File: config.mk
export PLATFORM = sky130hd
export DESIGN_NAME = envelope_generator
export DESIGN_NICKNAME = d
export VERILOG_FILES = /design/src/rtl/synth_pkg.sv /design/src/rtl/gate_edge_detect.sv /design/src/rtl/envelope_generator.sv
export SDC_FILE = /design/constraint.sdc
export NUM_CORES = 1
export LEC_CHECK = 0
export CELL_PAD_IN_SITES_DETAIL_PLACEMENT = 2
export CELL_PAD_IN_SITES_GLOBAL_PLACEMENT = 2
export CORE_ASPECT_RATIO = 0.7
export CORE_MARGIN = 2
export CORE_UTILIZATION = 35
export CTS_CLUSTER_DIAMETER = 150
export DETAILED_ROUTE_END_ITERATION = 8
export GPL_ROUTABILITY_DRIVEN = 0
export PLACE_DENSITY = 0.95
export SETUP_SLACK_MARGIN = 0.3
export SYNTH_ARGS = -nofsm -noshare
export SYNTH_HDL_FRONTEND = slang
export SYNTH_SLANG_ARGS = --single-unit
File: constraint.sdc
create_clock -name clk -period 11.5 [get_ports clk]
set_input_delay 2.3 -clock clk [delete_from_list [all_inputs] [get_ports clk]]
set_output_delay 2.3 -clock clk [all_outputs]
set_load 0.01 [all_outputs]
File: src/rtl/synth_pkg.sv
// Shared synth types and constants: envelope state encoding, level limits and
// the rate-code to step mapping.
package synth_pkg;

   localparam int unsigned LEVEL_W = 16;
   localparam int unsigned RATE_W  = 8;
   localparam int unsigned ENV_W   = 8;

   localparam logic [LEVEL_W-1:0] LEVEL_MAX = 16'hFFFF;
   localparam logic [LEVEL_W-1:0] STEP_MIN  = 16'h0010;

   typedef enum logic [2:0] {
      ST_IDLE    = 3'd0,
      ST_ATTACK  = 3'd1,
      ST_DECAY   = 3'd2,
      ST_SUSTAIN = 3'd3,
      ST_RELEASE = 3'd4
   } env_state_t;

   // Rate 0x00 -> 0x0010, rate 0xFF -> 0x1000.
   function automatic logic [LEVEL_W-1:0] calc_step(input logic [RATE_W-1:0] rate);
      return {4'h0, rate, 4'h0} + STEP_MIN;
   endfunction

endpackage

File: src/rtl/gate_edge_detect.sv
// Registers the key gate once per clk and flags its rising and falling edges.
module gate_edge_detect (
   input  logic clk,
   input  logic nRst,
   input  logic gate,
   output logic rise,
   output logic fall
);

   logic gate_q;

   // Cleared in reset so a gate held high through reset release reads as a rise.
   always_ff @(posedge clk or negedge nRst) begin
      if (!nRst) gate_q <= 1'b0;
      else       gate_q <= gate;
   end

   assign rise = gate & ~gate_q;
   assign fall = ~gate & gate_q;

endmodule

File: src/rtl/envelope_generator.sv
// ADSR envelope generator: 16-bit level stepped on each sample tick, with gate
// edges retriggering attack or starting release.
module envelope_generator
   import synth_pkg::*;
(
   input  logic              clk,
   input  logic              nRst,
   input  logic              sample_now,
   input  logic              gate,
   input  logic [RATE_W-1:0] attack_rate,
   input  logic [RATE_W-1:0] decay_rate,
   input  logic [ENV_W-1:0]  sustain_level,
   input  logic [RATE_W-1:0] release_rate,
   output logic [ENV_W-1:0]  env_level,
   output logic              env_valid,
   output logic [2:0]        env_state
);

   env_state_t          state_q, state_d;
   logic [LEVEL_W-1:0]  level_q, level_d;
   logic [ENV_W-1:0]    env_level_q;
   logic                env_valid_q;

   logic                rise, fall;
   logic [RATE_W-1:0]   rate;
   logic [LEVEL_W-1:0]  step;
   logic [LEVEL_W-1:0]  target;
   logic [LEVEL_W:0]    sum_ext, diff_ext, target_ext;

   gate_edge_detect u_gate_edge_detect (
      .clk  (clk),
      .nRst (nRst),
      .gate (gate),
      .rise (rise),
      .fall (fall)
   );

   // Per-state rate selection and the 17-bit arithmetic shared by all states.
   always_comb begin
      rate = '0;
      unique case (state_q)
         ST_ATTACK:  rate = attack_rate;
         ST_DECAY:   rate = decay_rate;
         ST_RELEASE: rate = release_rate;
         default:    rate = '0;
      endcase
      step       = calc_step(rate);
      target     = {sustain_level, 8'h00};
      sum_ext    = {1'b0, level_q} + {1'b0, step};
      diff_ext   = {1'b0, level_q} - {1'b0, step};
      target_ext = {1'b0, target};
   end

   // Gate edges win over the sample tick: state moves, level holds.
   always_comb begin
      state_d = state_q;
      level_d = level_q;
      if (rise) begin
         state_d = ST_ATTACK;
      end else if (fall) begin
         if (state_q == ST_ATTACK || state_q == ST_DECAY || state_q == ST_SUSTAIN)
            state_d = ST_RELEASE;
      end else if (sample_now) begin
         unique case (state_q)
            ST_ATTACK: begin
               if (sum_ext >= {1'b0, LEVEL_MAX}) begin
                  level_d = LEVEL_MAX;
                  state_d = ST_DECAY;
               end else begin
                  level_d = sum_ext[LEVEL_W-1:0];
               end
            end
            ST_DECAY: begin
               if ($signed(diff_ext) <= $signed(target_ext)) begin
                  level_d = target;
                  state_d = ST_SUSTAIN;
               end else begin
                  level_d = diff_ext[LEVEL_W-1:0];
               end
            end
            ST_SUSTAIN: level_d = target;
            ST_RELEASE: begin
               if (diff_ext[LEVEL_W] || (diff_ext == '0)) begin
                  level_d = '0;
                  state_d = ST_IDLE;
               end else begin
                  level_d = diff_ext[LEVEL_W-1:0];
               end
            end
            default: level_d = '0;
         endcase
      end
   end

   always_ff @(posedge clk or negedge nRst) begin
      if (!nRst) begin
         state_q     <= ST_IDLE;
         level_q     <= '0;
         env_level_q <= '0;
         env_valid_q <= 1'b0;
      end else begin
         state_q     <= state_d;
         level_q     <= level_d;
         env_valid_q <= sample_now;
         if (sample_now) env_level_q <= level_d[LEVEL_W-1 -: ENV_W];
      end
   end

   assign env_level = env_level_q;
   assign env_valid = env_valid_q;
   assign env_state = state_q;

endmodule
After elaboration in Yosys (flattened, before gate mapping)

Index checks and enable logic that the tools add are counted.

Input port bits: 36
Bits in registers: 29

$lt $le $gt $ge: 2
Bitwise logic cells: 6
Equal/unequal tests: 8
Reductions and logical operators: 8
Add/subtract/negate cells: 3
Multiplexer cells: 16

Operator list:

| cell                                                                     | count |
|---|---|
| 16-bit two-way mux                                                       | 6 |
| 16-bit one-hot mux with 4 select lines                                   | 1 |
| 8-bit one-hot mux with 3 select lines                                    | 1 |
| 3-bit two-way mux                                                        | 7 |
| 16-bit by 13-bit adder with 17-bit output                                | 1 |
| 17-bit by 16-bit >= comparator with 1-bit output (second input constant) | 1 |
| 17-bit less-or-equal comparator                                          | 1 |
| 17-bit logical NOT                                                       | 1 |
| 16-bit by 13-bit subtractor with 17-bit output                           | 1 |
| 12-bit by 5-bit adder with 13-bit output (second input constant)         | 1 |
| 3-bit one-hot mux with 3 select lines                                    | 1 |
| 4-bit by 3-bit != test with 1-bit output (second input constant)         | 2 |
| 3-bit by 2-bit equality test with 1-bit output (second input constant)   | 2 |
| 6-bit AND reduction                                                      | 1 |
| 5-bit nonzero test                                                       | 1 |
| 4-bit != test (second input constant)                                    | 1 |
| 1-bit NOT                                                                | 4 |
| 3-bit by 1-bit equality test with 1-bit output (second input constant)   | 1 |
| 3-bit equality test (second input constant)                              | 1 |
| 1-bit logical OR                                                         | 3 |
| 3-bit by 2-bit != test with 1-bit output (second input constant)         | 1 |
| 3-bit AND reduction                                                      | 1 |
| 3-bit nonzero test                                                       | 1 |
| 1-bit AND                                                                | 2 |

Depth between registers and ports, before layout

Gate-level depths: netlist of the first run.

Depth in word-level cells: 11
Gate-level depth with buffers: 26
Gate-level depth less buffers: 24

Cells and area by module

Synthesis of the first run repeated with hierarchy kept, for this count alone.

Cells, all modules: 418
Area, all modules: 3510.9 um^2

Modules (own cells, without submodules):

| module             | area each (um^2) | instances | seq. area each (um^2) | cells an instance |
|---|---|---|---|---|
| envelope_generator | 3470.8           | 1         | 700.7                 | 415 |
| gate_edge_detect   | 40.0             | 1         | 25.0                  | 3 |

Worst setup path before layout of the first run

OpenSTA, ideal clock, no wires.

Kind: input to register
Start: input decay_rate[0]
End: register env_level_q[5] (netlist: env_level[5])
Path buffers: 0
Setup time: 125 ps
Stages on the path: 21
Arrival: 7159 ps
Setup slack: 4217 ps
Path through: a22oi_1 -> nor2_1 -> a21oi_1 -> or3_1 -> or3_1 -> or3_1 -> xor2_1 -> ha_1 -> nor2_1 -> nand2_1 -> o2111a_1 -> or4_4 -> ha_1 -> o21a_1 -> o21a_1 -> o22a_1 -> a31o_2 -> nor2b_1 -> a221o_1 -> a22o_1 -> mux2_2

Word-level cells in the longest chain between the ends: 10

Ends and longest elaborated chain:

| element                                                                                | RTL line                  | RTL |
|---|---|---|
| from (decl)                                                                            | envelope_generator.sv:11  | `input logic [RATE_W-1:0] decay_rate,` |
| 8-bit one-hot mux with 3 select lines (*)                                              | envelope_generator.sv:41  | `unique case (state_q)` |
| 12-bit by 5-bit adder with 13-bit output (*)                                           | synth_pkg.sv:22           | `return {4'h0, rate, 4'h0} + STEP_MIN;` |
| branches (longest 4 deep; another with 16-bit by 13-bit subtractor with 17-bit output) | n/a                       |  |
| 16-bit one-hot mux with 4 select lines (*)                                             | envelope_generator.sv:64  | `unique case (state_q)` |
| 16-bit two-way mux (*)                                                                 | envelope_generator.sv:63  | `end else if (sample_now) begin` |
| 16-bit two-way mux (*)                                                                 | envelope_generator.sv:60  | `end else if (fall) begin` |
| 16-bit two-way mux (*)                                                                 | envelope_generator.sv:58  | `if (rise) begin` |
| via level_d[13]                                                                        | envelope_generator.sv:20  | `logic [LEVEL_W-1:0] level_q, level_d;` |
| to (signal assigned)                                                                   | envelope_generator.sv:105 | `if (sample_now) env_level_q <= level_d[LEVEL_W-1 -: ENV_W];` |
| to (decl)                                                                              | envelope_generator.sv:21  | `logic [ENV_W-1:0] env_level_q;` |

Mark *: on every way through the listed nets, which the timed path passes.
A chain may end at the register's enable or synchronous reset.

Worst setup path after layout of the first run

Start: input release_rate[0]
End: register env_level_q[2] (netlist: env_level[2])

Word-level cells in the longest chain between the ends: 10

Ends and longest elaborated chain:

| element                                                                                | RTL line                 | RTL |
|---|---|---|
| from (decl)                                                                            | envelope_generator.sv:13 | `input logic [RATE_W-1:0] release_rate,` |
| 8-bit one-hot mux with 3 select lines (*)                                              | envelope_generator.sv:41 |  |
| 12-bit by 5-bit adder with 13-bit output (*)                                           | synth_pkg.sv:22          |  |
| branches (longest 4 deep; another with 16-bit by 13-bit subtractor with 17-bit output) | n/a                      |  |
| 16-bit one-hot mux with 4 select lines (*)                                             | envelope_generator.sv:64 |  |
| 16-bit two-way mux (*)                                                                 | envelope_generator.sv:63 |  |
| 16-bit two-way mux (*)                                                                 | envelope_generator.sv:60 |  |
| 16-bit two-way mux (*)                                                                 | envelope_generator.sv:58 |  |
| via level_d[10]                                                                        | envelope_generator.sv:20 |  |

Marked as above.

==> impl_metrics.json, run 1 <==
{
  "cp.required_ps": 11670,
  "ioPinCount": 48,
  "syn-instance-count": 425,
  "start_util_pct": 36.2,
  "grt_pass1_vias": 4087,
  "design_area_sq_mm": 0.00403,
  "die-width_microns": 120,
  "dp_slack_ps": 2830,
  "crit_path_max_incr_delay_ps": 560,
  "synth_flop_cell": "dfrtp_1",
  "p_int_uw": 653,
  "grt_use_total_pct": 29.9,
  "regArea_sq_um": 726,
  "antenna_found_initial": 0,
  "gr-usage-met2_pct": 49.3,
  "grt_remaining_overflow": 0,
  "fin_skew_ps": 6.81,
  "hold_start": "env_level[4]$_DFFE_PN0P_",
  "slew_viol_final": 0,
  "die_h_microns": 85.4,
  "dieArea_sq_mm": 0.0103,
  "grt_pass1_wl_microns": 23200,
  "drv_cap": 0,
  "synth_nets": 493,
  "maxSlewHeadroom_pct": 24.2,
  "crit_type": "in -> reg",
  "async_reset_ff_share_pct": 100,
  "fin_setup_tns_ps": 0,
  "crit_fanout": 13,
  "cts_resized": 0,
  "power_switching_uw": 855,
  "layout_setup_ws_ps": 2970,
  "wl_per_cell_microns": 25.5,
  "final-hold-violation-count": 0,
  "critPathLaunchType": "primary input",
  "p_sw_share_pct": 56.7,
  "clk_latency_ps": 290,
  "max-clock-path-buffers": 2,
  "path_delay_family": "simple AND/OR/NAND/NOR gates",
  "cts_hold_buf": 0,
  "power_uw": 1510,
  "status": "finished, final reports clean",
  "cts_tree": "done",
  "rows": 29,
  "seq_area_frac_synth_pct": 21.9,
  "wl_microns": 15000,
  "synth_edf_count": 0,
  "min_path_type": "reg -> reg",
  "pwr-share-comb_pct": 78.2,
  "p_clk_share_pct": 9.7,
  "power_leakage_uw": 0.00172,
  "core_sq_mm": 0.00914,
  "drc": 0,
  "post_cts_buffers": 0,
  "final_core_util_pct": 44.1,
  "placed_cell_area_sq_mm": 0.00388,
  "ys_types": 64,
  "layout-area-overhead-vs-synth_pct": 21.8,
  "arrival_ps": 8700,
  "ir_drop_mv": 0.117,
  "worstPathCellList": "clkdlybuf4s50_1, a22oi_1, nor2_1, a21oi_1, or3_1, or3_1, or3_1, xor2_1, ha_1, nor4_1, o31ai_1, nand4_1, nor2b_1, ha_1, a22oi_1, o211ai_1, o22a_1, a31o_2, nor2b_1, a221oi_1, o21ai_1, mux2_2",
  "multi_input_area_sq_mm": 0.00239,
  "hold_depth": 1,
  "portBuffers": 47,
  "final_common_cell": "nor2_1",
  "viasPerCell": 6.29,
  "syn_avg_cell_area_sq_um": 7.79,
  "rr_startpoint": "env_state[1]$_DFFE_PN0P_",
  "rr_endpoint": "env_level[2]$_DFFE_PN0P_",
  "nets": 530,
  "nFillCells": 1083,
  "crit_slowest_cell": "nor4_1",
  "yosysWarnings": 0,
  "setup-violations-final": 0,
  "cellPowerDensity_mw_per_mm2": 374,
  "cp.buffers_inverters": 1,
  "cpMostUsedCell": "or3_1",
  "top_usage_layer": "met2",
  "p_seq_share_pct": 12.1,
  "syn_area_sq_mm": 0.00331,
  "cts_root_buf": "clkbuf_16",
  "htreeDepth": 2,
  "drive_above_1_share_pct": 5.83,
  "dpl.hpwl_microns": 11300,
  "postRouteAntennaNets": 0,
  "path_clk_slew_ps": 50,
  "layout_common_cells": "nor2_1, clkdlybuf4s50_1, nand2_1",
  "use_met3_pct": 7.12,
  "rsz0062_at_grt": "false",
  "hold_end": "env_level[4]$_DFFE_PN0P_",
  "ys_ff_latch": 29,
  "tightest_slew_ps": 1110,
  "num_vias": 3695,
  "drtIter0Drc": 180,
  "timing.final.crit_share_pct": 74.2,
  "critPathCaptureType": "register",
  "grt_start_max_net_pins": 30,
  "diodes": 0,
  "cts.sinks": 29,
  "maxClockFrequency_mhz": 117,
  "r2r_setup_slack_ps": 4010,
  "use_met1_pct": 37.5,
  "reg2regPathDepth": 21,
  "first_pass_iters": 4,
  "cts_buffers": 5,
  "period_minus_slack_ps": 8530
}
## per-layer routing
metal,wire (microns),vias to the layer above
met5,0,-
met2,6900,163
met1,6350,1864
met3,1190,45
met4,543,0
li1,-,1623
## kinds of logic (layout without fill, tap and decap cells)
family                     Yosys count  after routing  synth area share, %
and+or+nand+nor                    154            154                 24.1
AOI/OAI and AO/OA                  137            137                 28.9
buffers and inverters               49             87                 5.90
adders and majority gates           32             32                 12.5
DFF                                 29             29                 21.9
xor gates and xnor gates            20             20                 5.29
muxes                                4              4                 1.32
## worst max path at each step
| stage | startpoint | to | slack [ps] | cells past startpoint |
|---|---|---|---|---|
| 2_1_floorplan | decay_rate[0] | env_level[5]$_DFFE_PN0P_ | 4220 | 21 |
| 3_3_place_gp | decay_rate[0] | env_level[5]$_DFFE_PN0P_ | 3250 | 22 |
| 3_5_place_dp | release_rate[0] | env_level[5]$_DFFE_PN0P_ | 2830 | 22 |
| 4_1_cts | release_rate[0] | env_level[2]$_DFFE_PN0P_ | 3060 | 22 |
| 5_1_grt | release_rate[0] | env_level[2]$_DFFE_PN0P_ | 2670 | 22 |
| 6_report | release_rate[0] | env_level[2]$_DFFE_PN0P_ | 2970 | 22 |
## synth_stat cells, types with 4 or more instances
| cell type | number | share of area [%] |
|---|---|---|
| xor2_1 | 7 | 1.9 |
| dfrtp_1 | 29 | 22 |
| nor3_1 | 11 | 1.7 |
| and2_1 | 4 | 0.76 |
| o21a_1 | 8 | 1.8 |
| nor4_1 | 6 | 1.1 |
| nand2b_1 | 6 | 1.1 |
| nand4_1 | 4 | 0.76 |
| a22oi_1 | 12 | 2.7 |
| a21o_1 | 10 | 2.3 |
| inv_1 | 28 | 3.2 |
| clkbuf_1 | 16 | 1.8 |
| o31ai_1 | 4 | 0.91 |
| nor2b_1 | 14 | 2.6 |
| a31oi_1 | 9 | 1.7 |
| nand2_1 | 32 | 3.6 |
| ha_1 | 30 | 11 |
| o211ai_1 | 11 | 2.5 |
| or3_1 | 5 | 0.94 |
| o21ai_0 | 22 | 3.3 |
| xnor2_1 | 13 | 3.4 |
| a21oi_1 | 25 | 3.8 |
| nor2_1 | 48 | 5.4 |
## registers in the layout, summed over array words and instances (netlist names)
register                   count
env_state                      3
level_q                       16
env_level                      8
u_gate_edge_detect.gate_q      1
env_valid                      1
## cell type report
class / count / share of cell area [%]
tap: 124 / 3.85
timing repair buffer: 51 / 12.4
multi-input combinational: 347 / 59.2
clock inverter: 1 / 0.124
inverter: 28 / 2.61
clock buffer: 7 / 3.78
sequential: 29 / 18.0
## power groups by stage
stage / Sequential [uW] / Clock (uW) / Combinational, uW
after CTS: 180 / 146 / 1150
after floorplan: 160 / 0 / 773
after detailed placement: 180 / 0 / 1130
after global routing: 185 / 151 / 1270
after global placement: 175 / 0 / 1040
final: 182 / 146 / 1180
## metrics by stage
stage	hold slack [ps]	instances
2_1_floorplan	467	425
5_1_grt	541	587
6_report	509	587
4_1_cts	511	587
3_3_place_gp	491	579
3_5_place_dp	499	579
(Power assumes the default switching activity.)
==> run 2: changes to the inputs <==
--- a/config.mk
+++ b/config.mk
@@ -9,11 +9,11 @@
 export CELL_PAD_IN_SITES_GLOBAL_PLACEMENT = 2
 export CORE_ASPECT_RATIO = 0.7
 export CORE_MARGIN = 2
-export CORE_UTILIZATION = 35
+export CORE_UTILIZATION = 32
 export CTS_CLUSTER_DIAMETER = 150
 export DETAILED_ROUTE_END_ITERATION = 8
 export GPL_ROUTABILITY_DRIVEN = 0
-export PLACE_DENSITY = 0.95
+export PLACE_DENSITY = 0.89
 export SETUP_SLACK_MARGIN = 0.3
 export SYNTH_ARGS = -nofsm -noshare
 export SYNTH_HDL_FRONTEND = slang
==> constraint.sdc (replaced) <==
create_clock -name clk -period 8.2 [get_ports clk]
set_input_delay 1.64 -clock clk [delete_from_list [all_inputs] [get_ports clk]]
set_output_delay 1.64 -clock clk [all_outputs]
set_load 0.01 [all_outputs]
==> run 2 against run 1 <==
First-iteration DRC count up 11%. Routed wire length down 7.4%. Global-route usage down 5.4 points. Largest cell class unchanged. Flip-flop and latch count unchanged. Non-clock buffer count unchanged. Die area up 9.0%. Via count down 2.1%.
==> impl_metrics.json, run 2 (synthesized netlist as in run 1, its figures left out) <==
{
  "status": "finished, final reports clean",
  "period_minus_slack_ps": 7490,
  "cts_buffers": 5,
  "crit_path_max_incr_delay_ps": 550,
  "grt_pass1_vias": 3800,
  "top_register": "level_q",
  "die-width_microns": 126,
  "critPathCaptureType": "register",
  "nFillCells": 1181,
  "diodes": 0,
  "fin_skew_ps": 3.46,
  "grt_pass1_wl_microns": 21300,
  "multi_input_area_sq_mm": 0.00239,
  "rows": 31,
  "dieArea_sq_mm": 0.0112,
  "grt_remaining_overflow": 0,
  "drc": 0,
  "worstPathCellList": "clkdlybuf4s50_1, a22oi_1, nor2_1, a21oi_1, or3_1, or3_1, or3_1, xor2_1, ha_2, nor2_1, o21ai_1, o311ai_0, or4_4, ha_1, a22oi_1, o211ai_1, o22a_1, a31o_2, nor2b_1, a221oi_1, o21ai_1, mux2_2",
  "final-hold-violation-count": 0,
  "layout_setup_ws_ps": 706,
  "htreeDepth": 2,
  "ir_drop_mv": 0.132,
  "first_pass_iters": 4,
  "maxClockFrequency_mhz": 133,
  "path_clk_slew_ps": 60,
  "wl_microns": 13900,
  "start_util_pct": 32.5,
  "maxSlewHeadroom_pct": 29.6,
  "cts_hold_buf": 0,
  "cts_root_buf": "clkbuf_16",
  "grt_start_max_net_pins": 30,
  "crit_type": "in -> reg",
  "regArea_sq_um": 726,
  "die_h_microns": 89.1,
  "cellPowerDensity_mw_per_mm2": 511,
  "timing.final.crit_share_pct": 91.4,
  "min_path_type": "reg -> reg",
  "largest_register_ffs": 16,
  "fin_setup_tns_ps": 0,
  "core_sq_mm": 0.0102,
  "antenna_found_initial": 0,
  "cts.sinks": 29,
  "slew_viol_final": 0,
  "clk_latency_ps": 280,
  "wl_per_cell_microns": 23.3,
  "grt_use_total_pct": 24.5,
  "viasPerCell": 6.08,
  "cpMostUsedCell": "or3_1",
  "final_common_cell": "nor2_1",
  "layout-area-overhead-vs-synth_pct": 22.3,
  "use_met1_pct": 32.2,
  "crit_fanout": 13,
  "layout_common_cells": "nor2_1, clkdlybuf4s50_1, nand2_1",
  "tightest_slew_ps": 1050,
  "critPathLaunchType": "primary input",
  "arrival_ps": 7660,
  "nets": 530,
  "drtIter0Drc": 200,
  "portBuffers": 47,
  "setup-violations-final": 0,
  "use_met3_pct": 6.34,
  "power_leakage_uw": 0.00171,
  "max-clock-path-buffers": 2,
  "gr-usage-met2_pct": 40.4,
  "dpl.hpwl_microns": 10800,
  "cp.required_ps": 8370,
  "drive_above_1_share_pct": 6.05,
  "rsz0062_at_grt": "false",
  "cts_tree": "done",
  "dp_slack_ps": 431,
  "num_vias": 3617,
  "drv_cap": 0,
  "ioPinCount": 48,
  "postRouteAntennaNets": 0,
  "timing.hold.ws_ps": 525,
  "crit_slowest_cell": "or4_4",
  "top_usage_layer": "met2"
}
[run 2: cell count changes in the layout (fill, tap and decap cells not counted)]
cell,before,now
ha_2,0,1
a2111oi_1,0,1
a2111oi_0,2,1
ha_1,30,29
[run 2: where the power goes]
group	internal, uW	leakage (uW)	switching, uW
clock network	129	0.0000799	73.4
registers	186	0.000380	65.6
logic	604	0.00125	1010
[run 2: per-layer routing]
layer / part of all wire [%] / vias to the layer above
met2: 45 / 133
li1: - / 1626
met3: 8.2 / 28
met4: 2.1 / 0
met1: 45 / 1830
met5: 0 / -
[run 2: worst max-delay path, delay by kind of cell]
kind | cells | cell delay, ps
AOI/OAI and AO/OA | 10 | 1980
xor gates and xnor gates | 1 | 180
adders and majority gates | 2 | 810
buffers and inverters | 1 | 460
muxes | 1 | 300
and+or+nand+nor | 7 | 2290
[run 2: metrics by stage]
step                std cells  power [uW]  instance area [sq um]  util (%)
floorplan                 425        1310                   3310         -
CTS                       595        2040                   4040      39.6
global route              595        2220                   4050      39.7
finish                    595        2070                   4050      39.7
detailed placement        587        1810                   3890      38.1
global placement          587        1710                   3890      38.1
[run 2: final timing paths]
path                                          startpoint                                  end  slack [ps]  cells after the start
max in group asynchronous                           nRst               level_q[6]$_DFFE_PN0P_        6110                      2
worst max register to register  env_state[1]$_DFFE_PN0P_             env_level[2]$_DFFE_PN0P_        1050                     21
min in group asynchronous                           nRst  u_gate_edge_detect.gate_q$_DFF_PN0_        1760                      2
worst min register to register    level_q[1]$_DFFE_PN0P_               level_q[1]$_DFFE_PN0P_         530                      1
worst min-delay path              level_q[1]$_DFFE_PN0P_               level_q[1]$_DFFE_PN0P_         530                      1
worst max-delay path                       decay_rate[0]             env_level[2]$_DFFE_PN0P_         710                     22
[run 2: area by class of cell]
type                    count  share of cell area, %
flip-flops and latches     29                   17.9
well taps                 132                   4.08
clock buffers               7                   3.77
repair buffers             51                   12.4
clock inverters             1                  0.124
inverters                  28                   2.60
multi-input cells         347                   59.1
[run 2: what timing repair did]
action	in CTS	in global routing
endpoints found under the hold margin	0	0
endpoints found under the setup margin	0	1
setup buffers	0	0
gates resized for setup	0	1
